[src/rtl/multiword_add_pkg.sv]
// Shared types and constants for the multi-word add/subtract sequencer.
package multiword_add_pkg;

  localparam int unsigned N_DEF     = 32;
  localparam int unsigned WORDS_DEF = 4;

  typedef enum logic [1:0] {
    IDLE = 2'd0,
    RUN  = 2'd1,
    DONE = 2'd2
  } state_e;

  // Minimum of 1 so a counter sized from it is never zero-width.
  function automatic int unsigned clog2(input int unsigned v);
    int unsigned r;
    r = 1;
    for (int unsigned i = 1; i < 32; i++) begin
      if ((32'd1 << i) < v) r = i + 1;
    end
    return r;
  endfunction

endpackage

[src/rtl/multiword_add_sequencer.sv]
// Streams a WORDS*N-bit add/sub through an external N-bit adder, LS slice first.
// Result valid WORDS cycles after accept; holds in DONE until out_ready; in_ready only in IDLE.
module multiword_add_sequencer
  import multiword_add_pkg::*;
#(
  parameter int unsigned N     = N_DEF,
  parameter int unsigned WORDS = WORDS_DEF
) (
  input  logic                 clk,
  input  logic                 rst_n,
  input  logic                 in_valid,
  output logic                 in_ready,
  input  logic [N*WORDS-1:0]   op_a,
  input  logic [N*WORDS-1:0]   op_b,
  input  logic                 cin,
  input  logic                 sub,
  output logic [N-1:0]         add_a,
  output logic [N-1:0]         add_b,
  output logic                 add_cin,
  input  logic [N-1:0]         add_sum,
  input  logic                 add_cout,
  output logic                 out_valid,
  input  logic                 out_ready,
  output logic [N*WORDS-1:0]   sum,
  output logic                 cout,
  output logic                 ovf
);

  localparam int unsigned W  = N * WORDS;
  localparam int unsigned CW = clog2(WORDS);
  localparam logic [CW-1:0] CNT_LAST = CW'(WORDS - 1);

  state_e          state_q, state_d;
  logic [W-1:0]    a_sh_q, a_sh_d;
  logic [W-1:0]    b_sh_q, b_sh_d;
  logic [W-1:0]    sum_sh_q, sum_sh_d;
  logic            carry_q, carry_d;
  logic            sign_a_q, sign_a_d;
  logic            sign_b_q, sign_b_d;
  logic [CW-1:0]   cnt_q, cnt_d;
  logic            in_ready_q, in_ready_d;
  logic            out_valid_q, out_valid_d;
  logic            run;

  assign run = (state_q == RUN);

  always_comb begin
    state_d     = state_q;
    a_sh_d      = a_sh_q;
    b_sh_d      = b_sh_q;
    sum_sh_d    = sum_sh_q;
    carry_d     = carry_q;
    sign_a_d    = sign_a_q;
    sign_b_d    = sign_b_q;
    cnt_d       = cnt_q;

    case (state_q)
      IDLE: begin
        if (in_valid && in_ready_q) begin
          // Subtraction is A + ~B + 1, so B is inverted once here and the +1 rides in on the carry.
          a_sh_d   = op_a;
          b_sh_d   = op_b ^ {W{sub}};
          carry_d  = sub ? 1'b1 : cin;
          sign_a_d = op_a[W-1];
          sign_b_d = op_b[W-1] ^ sub;
          cnt_d    = '0;
          state_d  = RUN;
        end
      end
      RUN: begin
        a_sh_d   = a_sh_q >> N;
        b_sh_d   = b_sh_q >> N;
        sum_sh_d = {add_sum, sum_sh_q[W-1:N]};
        carry_d  = add_cout;
        cnt_d    = cnt_q + 1'b1;
        if (cnt_q == CNT_LAST) state_d = DONE;
      end
      DONE: begin
        if (out_ready) state_d = IDLE;
      end
      default: state_d = IDLE;
    endcase

    in_ready_d  = (state_d == IDLE);
    out_valid_d = (state_d == DONE);
  end

  always_ff @(posedge clk or negedge rst_n) begin
    if (!rst_n) begin
      state_q     <= IDLE;
      a_sh_q      <= '0;
      b_sh_q      <= '0;
      sum_sh_q    <= '0;
      carry_q     <= 1'b0;
      sign_a_q    <= 1'b0;
      sign_b_q    <= 1'b0;
      cnt_q       <= '0;
      in_ready_q  <= 1'b0;
      out_valid_q <= 1'b0;
    end else begin
      state_q     <= state_d;
      a_sh_q      <= a_sh_d;
      b_sh_q      <= b_sh_d;
      sum_sh_q    <= sum_sh_d;
      carry_q     <= carry_d;
      sign_a_q    <= sign_a_d;
      sign_b_q    <= sign_b_d;
      cnt_q       <= cnt_d;
      in_ready_q  <= in_ready_d;
      out_valid_q <= out_valid_d;
    end
  end

  // Adder inputs are gated to zero outside RUN so the adder stays quiet.
  assign add_a     = run ? a_sh_q[N-1:0] : '0;
  assign add_b     = run ? b_sh_q[N-1:0] : '0;
  assign add_cin   = run & carry_q;

  assign in_ready  = in_ready_q;
  assign out_valid = out_valid_q;
  assign sum       = sum_sh_q;
  assign cout      = carry_q;
  assign ovf       = (sign_a_q == sign_b_q) & (sum_sh_q[W-1] != sign_a_q);

endmodule
[config.mk]
export PLATFORM = sky130hd
export DESIGN_NAME = multiword_add_sequencer
export DESIGN_NICKNAME = d
export VERILOG_FILES = /design/src/rtl/multiword_add_pkg.sv /design/src/rtl/multiword_add_sequencer.sv
export SDC_FILE = /design/constraint.sdc
export NUM_CORES = 1
export LEC_CHECK = 0
export ABC_AREA = 1
export CORE_ASPECT_RATIO = 2
export CORE_MARGIN = 2
export CORE_UTILIZATION = 54
export CTS_BUF_LIST = sky130_fd_sc_hd__clkbuf_4 sky130_fd_sc_hd__clkbuf_8 sky130_fd_sc_hd__clkbuf_16
export DETAILED_ROUTE_END_ITERATION = 10
export PLACE_DENSITY = 0.89
export SYNTH_ARGS = -nofsm -noshare
export SYNTH_HDL_FRONTEND = slang
export SYNTH_SLANG_ARGS = --single-unit
[constraint.sdc]
create_clock -name clk -period 2.92 [get_ports clk]
set_input_delay 0.73 -clock clk [delete_from_list [all_inputs] [get_ports clk]]
set_output_delay 0.73 -clock clk [all_outputs]
set_load 0.01 [all_outputs]
[Word level (Yosys, flattened, before mapping)]
Cells that the tools add are included.
Storage, ports and cells
  register bits: 393
  bits of input ports: 295
  output and inout bits: 197
Cells by class
  add/sub/neg operators: 1
  equal/unequal tests: 7
  mux-type cells: 15
  bitwise gates (word level): 4
  reduce and logical (&&, ||, !) cells: 6
Operators by type and width (count)
  128-bit one-hot mux with 2 select lines: 2
  128-bit 2-to-1 mux: 2
  128-bit XOR: 1
  32-bit 2-to-1 mux: 2
  2-bit 2-to-1 mux: 4
  2-bit == test, second input constant: 3
  2-bit one-hot mux with 3 select lines: 1
  2-bit logical NOT: 2
  2-bit one-hot mux with 2 select lines: 1
  2-bit AND reduction: 2
  2-bit by 1-bit adder with 2-bit output, second input constant: 1
  1-bit AND: 2
  2-bit by 1-bit == test with 1-bit output, second input constant: 1
  1-bit 2-to-1 mux: 2
  2-bit != test, second input constant: 1
  1-bit one-hot mux with 2 select lines: 1
  2-bit nonzero test: 1
  1-bit == test: 1
  1-bit logical AND: 1
  1-bit != test: 1
  1-bit XOR: 1

[Depth between registers and ports, before layout]
Gate-level depths: netlist of the first run.
  depth after elaboration: 4
  depth in mapped cells: 8

[Worst setup path after synthesis of the first run]
OpenSTA, ideal clock, no wires.
  path kind: register -> output
  start: reg state_q[1]
  end: out add_a[12]
  data arrival time: 1.217 ns
  data required time: 2.190 ns
  setup slack: 0.973 ns
  stages on the path, launching flop included: 7
  cells stage by stage: dfrtp_1 > inv_2 > nand2_2 > buf_4 > buf_2 > buf_2 > nor2_1
On the way
  word-level cells in the longest chain between the ends: 2
RTL lines
  start: declaration: RTL line multiword_add_sequencer.sv:33  | state_e state_q, state_d;
  start signal: assignment: RTL line multiword_add_sequencer.sv:101  | state_q <= state_d;
  2-bit by 1-bit == test with 1-bit output: RTL line multiword_add_sequencer.sv:45  | assign run = (state_q == RUN);
  32-bit 2-to-1 mux: RTL line multiword_add_sequencer.sv:115  | assign add_a = run ? a_sh_q[N-1:0] : '0;
  end: declaration: RTL line multiword_add_sequencer.sv:17  | output logic [N-1:0] add_a,
Every way passes these cells.

[Worst setup path after layout of the first run]
  start: reg state_q[1]
  end: out add_a[7]
The elaborated chain is that of the path after synthesis.

==> results.md, run 1 <==
- The critical path is of the reg -> out type.
- The mux share of post-synthesis cell area is 0%.
- Traced cell by cell, the critical path runs through inv_6, nand2_8, buf_6, nor2_1, clkdlybuf4s50_1.
- The final setup violation count is 0.
- The average instance in the mapped netlist occupies 7.344 um2.
- In the post-synthesis netlist, the cell with the most instances is nand2_1.
- Summing the areas of all compound-gate instances in the mapped netlist gives around 4.2% of the synthesized area.
- The area of the core region is 35,070 um2.
- The routed wire length is 63,100 um.
- The starting DRC count in detailed routing is 1,555.
- The number of synthesized flops with an enable pin is 0.
- The final count of pins violating max slew is 0.
- The remaining design rule violation count is 0.
- The final total power is 26.60 mW.
- The CTS sink count is 393.
- 492 I/O pins were placed.
- Synthesis produced a netlist with a net count of 2,910.
- The cell class contributing the biggest share of worst-path delay is buffers and inverters.
- The pin slew with the least headroom to its limit is 980.9 ps.
- Sequential cells burn 35.1% of the power.
- The worst setup path is captured at an output port.
- The CTS root buffer is clkbuf_16.
- The worst min-delay path class is in -> async.
- Internal power comes to between 15 and 20 mW.
- The fraction of post-synthesis cell area in the top cell type by area is 51.23%.
- Of all nets on the critical path, the largest fanout is 22.
- The part of the power in combinational logic is a little under half.
- Across every metal layer, demand over resource in global routing totals between 30% and 40%.
- Buffers inserted during clock tree synthesis total 36.
- TritonCTS built the clock tree.
- The clock network fraction of design power is 17.9%.
- The die outline height is 270.7 um.
- The slowest stage of the critical path is the clkdlybuf4s50_1 cell.
- The final weighted congestion in routability-driven placement is 0.9434.
- The static leakage is 13.19 nW.
- The switching part of the total is roughly two fifths.
- The total negative setup slack is 0 ps.
- Global routing finished with a remaining overflow of 0.
- Yosys printed 0 warnings.
- The synthesized netlist contains 20 unique library cells.
- The cell count after placement is 3,415.
- The number of port buffers is 491.
- For this run, the slowest stage of the critical path takes around 570 ps.
- The relative slew slack is 34.61%.
- The primary flip-flop cell chosen by synthesis mapping is dfrtp_1.
- Counting both buffers and inverters, the worst setup path holds a total of 3.
- The post-synthesis register bit count is between 300 and 400.
- The final-layout fill cell count is 2,533.
- The count of max-cap constraint violations is 0.
- For this run, asynchronously set or reset flops after synthesis account for 100.0%.
- The detailed placer's ending HPWL is about 43,000 um.
- After floorplanning, the core was divided into 97 placement rows.
- The net switching power figure is around 11 mW.
- For the worst-skew pair, the clock arrives at the later sink with an insertion delay of 530 ps.
- The die is 137.3 um wide.
- After synthesis, the largest family of logic cells by area is simple AND/OR/NAND/NOR gates.
- Setup repair after global routing left no endpoint under its margin.
- The die covers 37,170 um2.
- In the final routed layout, each cell accounts on average for 18.07 um.
- The via count of the first global-routing pass is 18,530.
- After routing the design area is 25,690 um2.
- After layout, the worst path uses 97.54% of the clock period.
- Between clock sinks in the finished design, the worst skew comes to about 19 ps.
- After clock tree synthesis, the clock-pin slew on the worst setup and hold paths is 60 ps.
- In this run the deepest clock path goes through 3 buffers.
- The data required time at the worst endpoint is 2190 ps.
- The arrival time of data at the critical path endpoint is 2120 ps.
- The synthesized netlist devotes about 1.2% of its cell area to XOR and XNOR gates.
- Summing over every cut layer, the via total after detailed routing is between 15,000 and 20,000.
- The startpoint kind of the worst setup timing path is a flop.
- Power spread over the standard cell area amounts to between 1000 and 1500 nW/um2.
- Ranked by total cell area, the synthesized netlist is headed by dfrtp_1 51%, nand2_1 23%, nand3_1 9.4%.
- The maximum clock rate is about 0.35 GHz.
- The final cell count without fillers is 3,492.
- The initial utilization of the core area, before any placement, comes to 54.74%.
- In the routed layout, each cell is associated on average with a via count of about 5.4.
- The worst supply voltage drop on vdd is approximately 0.86 mV.
- The flow ran to the end, and the final reports show no timing, DRC or antenna violations.
- The post-synthesis instance total is approximately 2,600.
- The simple-gate share of the synthesized area is 34.08%.
- The first-pass GRT wire length is 98,290 um.
- The H-tree was split into 2 levels.
- The signed area change from the synthesized netlist to the final layout is 33.82%.
- The register area share after synthesis is between 50% and 60%.
- The number of antenna violations at the first check in global routing came to 10.
- In the final design database the tool counted 3,310 nets.
- The remaining antenna violation count after routing is 0.
- The final-report hold violation count is 0.
- For the finished layout, the period the worst path requires is around 2800 ps.
- After detailed placement, the total cell area comes to roughly 24,000 um2.
- The number of iterations in the first detailed-routing pass is 6.
- The combined area of all synthesized cells is 19,200 um2.
- Ranked by instance count, the synthesized netlist is headed by 1,184 x nand2_1, 393 x dfrtp_1, 360 x nand3_1, 235 x inv_1, 158 x o21ai_0.
- The adder and majority gate portion of the synthesized area is 0.06517%.
- The pin count of the biggest net entering global routing is 129.
- The synthesized design spends more area on one cell type than any other, namely dfrtp_1.
- The post-route netlist has 3.920% of its cells at a drive strength greater than 1.
-- flip-flops by register name (all words and copies together) (netlist names) --
signal     flops
a_sh_q       128
b_sh_q       128
sum          128
cnt_q          2
state_q        2
cout           1
in_ready       1
out_valid      1
sign_a_q       1
sign_b_q       1
-- metal layers --
metal,global-route usage [%],routed length (um),part of all wire [%],vias to the layer above
met5,0,13,0.021,-
met4,25.66,5381,8.5,2
met3,8.788,5260,8.3,258
met2,55.28,31070,49,924
met1,37.58,21370,34,8811
li1,-,-,-,8858
-- worst paths after layout --
| check | end | slack (ps) | start | cells after the start |
|---|---|---|---|---|
| setup / recovery | add_a[7] | 70 | state_q[1] | 5 |
| hold / removal | b_sh_q[14] | 250 | rst_n | 1 |
| setup reg to reg | b_sh_q[77] | 350 | state_q[0] | 6 |
| hold reg to reg | sum[3] | 480 | sum[3] | 2 |
| max in group asynchronous | b_sh_q[7] | 1880 | rst_n | 2 |
| min in group clk | sum[3] | 480 | sum[3] | 2 |
-- power by group through the flow --
stage                     clock network [mW]  registers (mW)  logic [mW]
after CTS                               4.81            9.31        12.5
after global placement                     0            9.19        11.7
after global routing                    5.03            9.56        13.8
final                                   4.76            9.32        12.5
after detailed placement                   0            9.36        12.1
after floorplan                            0            9.37        7.00
-- cell type report --
cell class              count  area [um2]  share of cell area [%]
flip-flops and latches    393        9837                   38.29
multi-input cells        1810        7667                   29.84
repair buffers            536        5539                   21.56
clock buffers              52        1089                   4.237
inverters                 237       894.6                   3.482
well taps                 445       556.8                   2.167
clock inverters             8       80.08                  0.3117
diodes                     11       27.53                  0.1071
-- cells by family (layout without fill, tap and decap cells) --
kind of cell	count (synthesis)	count (layout)
buffers and inverters	413	833
other	0	11
and+or+nand+nor	1618	1620
adders and majority gates	1	1
DFF	393	393
xor gates and xnor gates	27	27
AOI/OAI and AO/OA	162	162
-- per-stage QoR --
step                setup WS, ps  utilization [%]  hold WS [ps]
floorplan                  972.8                -         434.4
global placement           516.9            69.57         465.4
detailed placement         431.9            69.57         471.3
CTS                        50.16            73.16         280.2
global route               12.58            73.23         302.3
finish                     71.74            73.25         252.9
-- placed cells by master (no fill, tap or decap), types with 8 or more instances in the layout --
cell type	synthesis	layout
nand3_1	360	360
clkbuf_8	0	8
nand2_1	1184	1184
diode_2	0	11
xnor2_1	26	26
buf_4	13	24
clkbuf_16	0	37
nor2_1	68	68
dfrtp_1	393	391
buf_12	0	19
o21ai_0	158	158
inv_1	235	234
clkdlybuf4s50_1	0	488
-- timing repair --
action / 4_1_cts / 5_1_grt
hold buffers: 0 / 0
resized for setup: 7 / 1
gates cloned: 3 / 0
endpoints found under the hold margin: 0 / 0
setup buffers: 3 / 0
pin swaps: 1 / 0
setup endpoints to repair: 46 / 1
(Power assumes the default switching activity.)
==> run 2: changes to the inputs <==
--- a/config.mk
+++ b/config.mk
@@ -6,12 +6,14 @@
 export NUM_CORES = 1
 export LEC_CHECK = 0
 export ABC_AREA = 1
+export CELL_PAD_IN_SITES_DETAIL_PLACEMENT = 1
+export CELL_PAD_IN_SITES_GLOBAL_PLACEMENT = 2
 export CORE_ASPECT_RATIO = 2
 export CORE_MARGIN = 2
-export CORE_UTILIZATION = 54
+export CORE_UTILIZATION = 29
 export CTS_BUF_LIST = sky130_fd_sc_hd__clkbuf_4 sky130_fd_sc_hd__clkbuf_8 sky130_fd_sc_hd__clkbuf_16
 export DETAILED_ROUTE_END_ITERATION = 10
-export PLACE_DENSITY = 0.89
+export PLACE_DENSITY = 0.87
 export SYNTH_ARGS = -nofsm -noshare
 export SYNTH_HDL_FRONTEND = slang
 export SYNTH_SLANG_ARGS = --single-unit
==> run 2 against run 1 <==
Compared with the run above: non-clock buffer count is 12 higher; critical path type unchanged; setup slack lost 18 ps; combinational power barely moved; count of clock-buffer cells in the layout is 1 higher; die area rose by 84%; core utilization down 33 points; clock power up 19%; total power increased by 4.2%; sequential share of layout area fell by 1.4 points; global-route usage is 13 points lower; clock skew grew 11 ps; largest cell class unchanged.
==> results.md, run 2 (same netlist as run 1, synthesis figures left out) <==
- The starting DRC count in detailed routing is 842 (was 1,555).
- The TritonCTS clock tree is yes (unchanged).
- The aggregate global routing overflow is 0 (unchanged).
- The row count is 133 (was 97).
- The final setup violation count is 0 (unchanged).
- The number of buffer and inverter instances along the worst setup path is 1 (was 3).
- The final count of pins violating max slew was 0 (unchanged).
- The utilization of the core after routing came to 40.64% (was 73.25%).
- The ratio of cells with drive above 1 in the final layout is 4.933% (was 3.920%).
- The global routing usage summed across all routing layers is 20.67% (was 34.05%).
- The final-report hold violation count is 0 (unchanged).
- The CTS root buffer is clkbuf_16 (unchanged).
- The power density over the cells is 1040 nW/um2 (was 1035 nW/um2).
- The pin slew with the least headroom to its limit is 811.0 ps (was 980.9 ps).
- The area of the core region was 65,570 um2 (was 35,070 um2).
- Cell Chain, Critical Path: nand2_8, nor2_2, clkdlybuf4s50_1 (was inv_6, nand2_8, buf_6, nor2_1, clkdlybuf4s50_1).
- The startpoint kind of the worst setup timing path is a flop (unchanged).
- The final-layout fill cell count is 8,118 (was 2,533).
- The per-cell routed wire length came to 17.95 um (was 18.07 um).
- The worst hold margin was 164.2 ps (was 252.9 ps).
- The detailed placer's ending HPWL came to 49,470 um (was 42,580 um).
- Outcome: complete, no violations (unchanged).
- The pre-CTS setup slack is 266.8 ps (was 431.9 ps).
- The capturing instance or port of the critical path is add_a[2] (was add_a[7]).
- The cell class contributing the biggest share of worst-path delay was flip-flops (was buffers and inverters).
- The maximum clock rate is 0.3489 GHz (was 0.3511 GHz).
- The first-pass GRT wire length is 110,300 um (was 98,290 um).
- The die outline area came to 68,400 um2 (was 37,170 um2).
- The signed area change from the synthesized netlist to the final layout is 38.79% (was 33.82%).
- The reg-to-reg startpoint is state_q[0] (unchanged).
- The deepest clock path buffer count is 3 (unchanged).
- The final weighted congestion in routability-driven placement is 0.8353 (was 0.9434).
- The logic depth of the worst register-to-register path is 5 (was 6).
- The pin count of the biggest net entering global routing is 167 (was 129).
- The minimum setup slack among reg-to-reg paths was 940 ps (was 350 ps).
- The delay contributed by the slowest stage of the critical path was 590 ps (was 570 ps).
- The start point of the critical path is state_q[0] (was state_q[1]).
- The routed wire length was 70,860 um (was 63,100 um).
- The capturing element type of the critical path is an output port (unchanged).
- The width of the die is 185.9 um (was 137.3 um).
- The quantity of hold-fixing buffers added after cts came to 0 (unchanged).
- The via count of the first global-routing pass is 19,490 (was 18,530).
- The initial core utilization came to 29.28% (was 54.74%).
- The critical path start-end classification was reg -> out (unchanged).
- The total CTS buffers is 40 (was 36).
- The final clock period utilization by the worst path is 98.15% (was 97.54%).
- The leading cell type in the layout, fill and taps excluded is nand2_1 (unchanged).
- The count of max-cap constraint violations is 0 (unchanged).
- The number of antenna violations at the first check in global routing is 24 (was 10).
- The worst-path maximum fanout was 14 (was 22).
- The data required time at the worst endpoint is 2190 ps (about the same).
- The remaining design rule violation count is 0 (unchanged).
- RSZ-0062 raised after global routing: yes (was no).
- The post-detailed-placement cell area came to 25,050 um2 (was 24,400 um2).
- The static leakage is 13.57 nW (was 13.19 nW).
- The cell with the largest stage delay on the worst path is dfrtp_4 (was clkdlybuf4s50_1).
- The clock transition time at the flip-flop clock pins of the worst setup and hold paths is 60 ps (about the same).
- The number of nets at the end of the flow is 3,327 (was 3,310).
- The time the final worst path needs with I/O delays and setup is 2866 ps (was 2848 ps).
- The final cell count without fillers is 3,948 (was 3,492).
- The number of iterations in the first detailed-routing pass is 4 (was 6).
- The register area is 9839 um2 (was 9837 um2).
- The overall via count from detail_route was 18,270 (was 18,850).
- The worst supply voltage drop on vdd is 1.342 mV (was 0.8630 mV).
- The design area is 26,650 um2 (was 25,690 um2).
- The number of port buffers is 491 (unchanged).
- The relative slew slack is 45.93% (was 34.61%).
- The arrival time of data at the critical path endpoint came to 2140 ps (was 2120 ps).
- The worst-case clock skew was 29.87 ps (was 19.08 ps).
- The worst min-delay path class is in -> async (unchanged).
- The area occupied by multi-input gates was 7722 um2 (was 7667 um2).
- The endpoint of the worst register-to-register path is sum[9] (was b_sh_q[77]).
- The CTS sink count came to 393 (unchanged).
- The via count normalized by instance count came to 4.627 (was 5.399).
- The cell count after placement is 3,861 (was 3,415).
- The total I/O pin count is 492 (unchanged).
- The worst-case setup margin in the final layout is 54.07 ps (was 71.74 ps).
- Commonest cells after routing, fill and taps aside: 1,184 x nand2_1, 463 x clkdlybuf4s50_1, 391 x dfrtp_1 (was 1,184 x nand2_1, 488 x clkdlybuf4s50_1, 391 x dfrtp_1).
- The count of cell instances traversed by the critical path was 3 (was 5).
- The number of H-tree levels is 2 (unchanged).
- The remaining antenna violation count after routing is 0 (unchanged).
- The die outline height came to 367.9 um (was 270.7 um).
- The source-to-sink clock delay at the later pin of the worst-skew pair is 570 ps (was 530 ps).
## run 2: cell count changes in the layout (fill, tap and decap cells not counted), sizes merged, moves of 5 or more
| cell | delta |
|---|---|
| dlymetal6s2s | +9 |
| bufinv | +5 |
| dlygate4sd2 | +16 |
| buf | +12 |
| clkinv | +5 |
| clkdlybuf4s50 | -25 |
## run 2: cell type report
class / count / area share [%]
clock buffer: 53 / 4.381
inverter: 237 / 3.390
sequential: 393 / 36.93
timing repair buffer: 548 / 21.08
tap: 877 / 4.118
clock inverter: 19 / 1.028
multi-input combinational: 1811 / 28.98
antenna: 10 / 0.09391
## run 2: timing repair
item                       4_1_cts  5_1_grt
resized for setup               36       11
cloned                           3        0
setup buffers                    1        1
setup endpoints to repair       65       14
hold endpoints to repair         0        0
pin swaps                        1        2
## run 2: stage by stage
step / TNS, ps / total power, mW
floorplan: 0 / 16.36
global placement: 0 / 21.60
detailed placement: 0 / 22.11
CTS: -104.6 / 28.22
global route: -44.36 / 29.94
finish: 0 / 27.72
## run 2: worst min-delay path by stage
stage	startpoint	end	slack, ps	cells after the start
finish	rst_n	b_sh_q[102]	160	1
global route	rst_n	b_sh_q[102]	200	1
CTS	rst_n	b_sh_q[102]	200	1
detailed placement	sum[6]	sum[6]	480	2
global placement	sum[5]	sum[5]	470	2
floorplan	rst_n	a_sh_q[0]	430	0
## run 2: report_power, final
part	switching, mW	internal, mW	leakage, nW
Sequential	1.42	7.89	5.04
Clock	2.30	3.36	0.706
Combinational	7.72	5.03	7.83
## run 2: worst reg2reg max path, stage by stage (launching register included)
cell and delay [ps]:
dfrtp_4 600, nand2_8 220, buf_12 190, buf_12 450, nand2_1 320, o21ai_0 140
## run 2: metal layers
metal	global-route usage (%)	wire length, um	up-vias
li1	-	-	8871
met5	0	183	-
met1	23.05	26820	8782
met4	8.661	2533	28
met3	6.479	5574	132
met2	35.90	35750	455
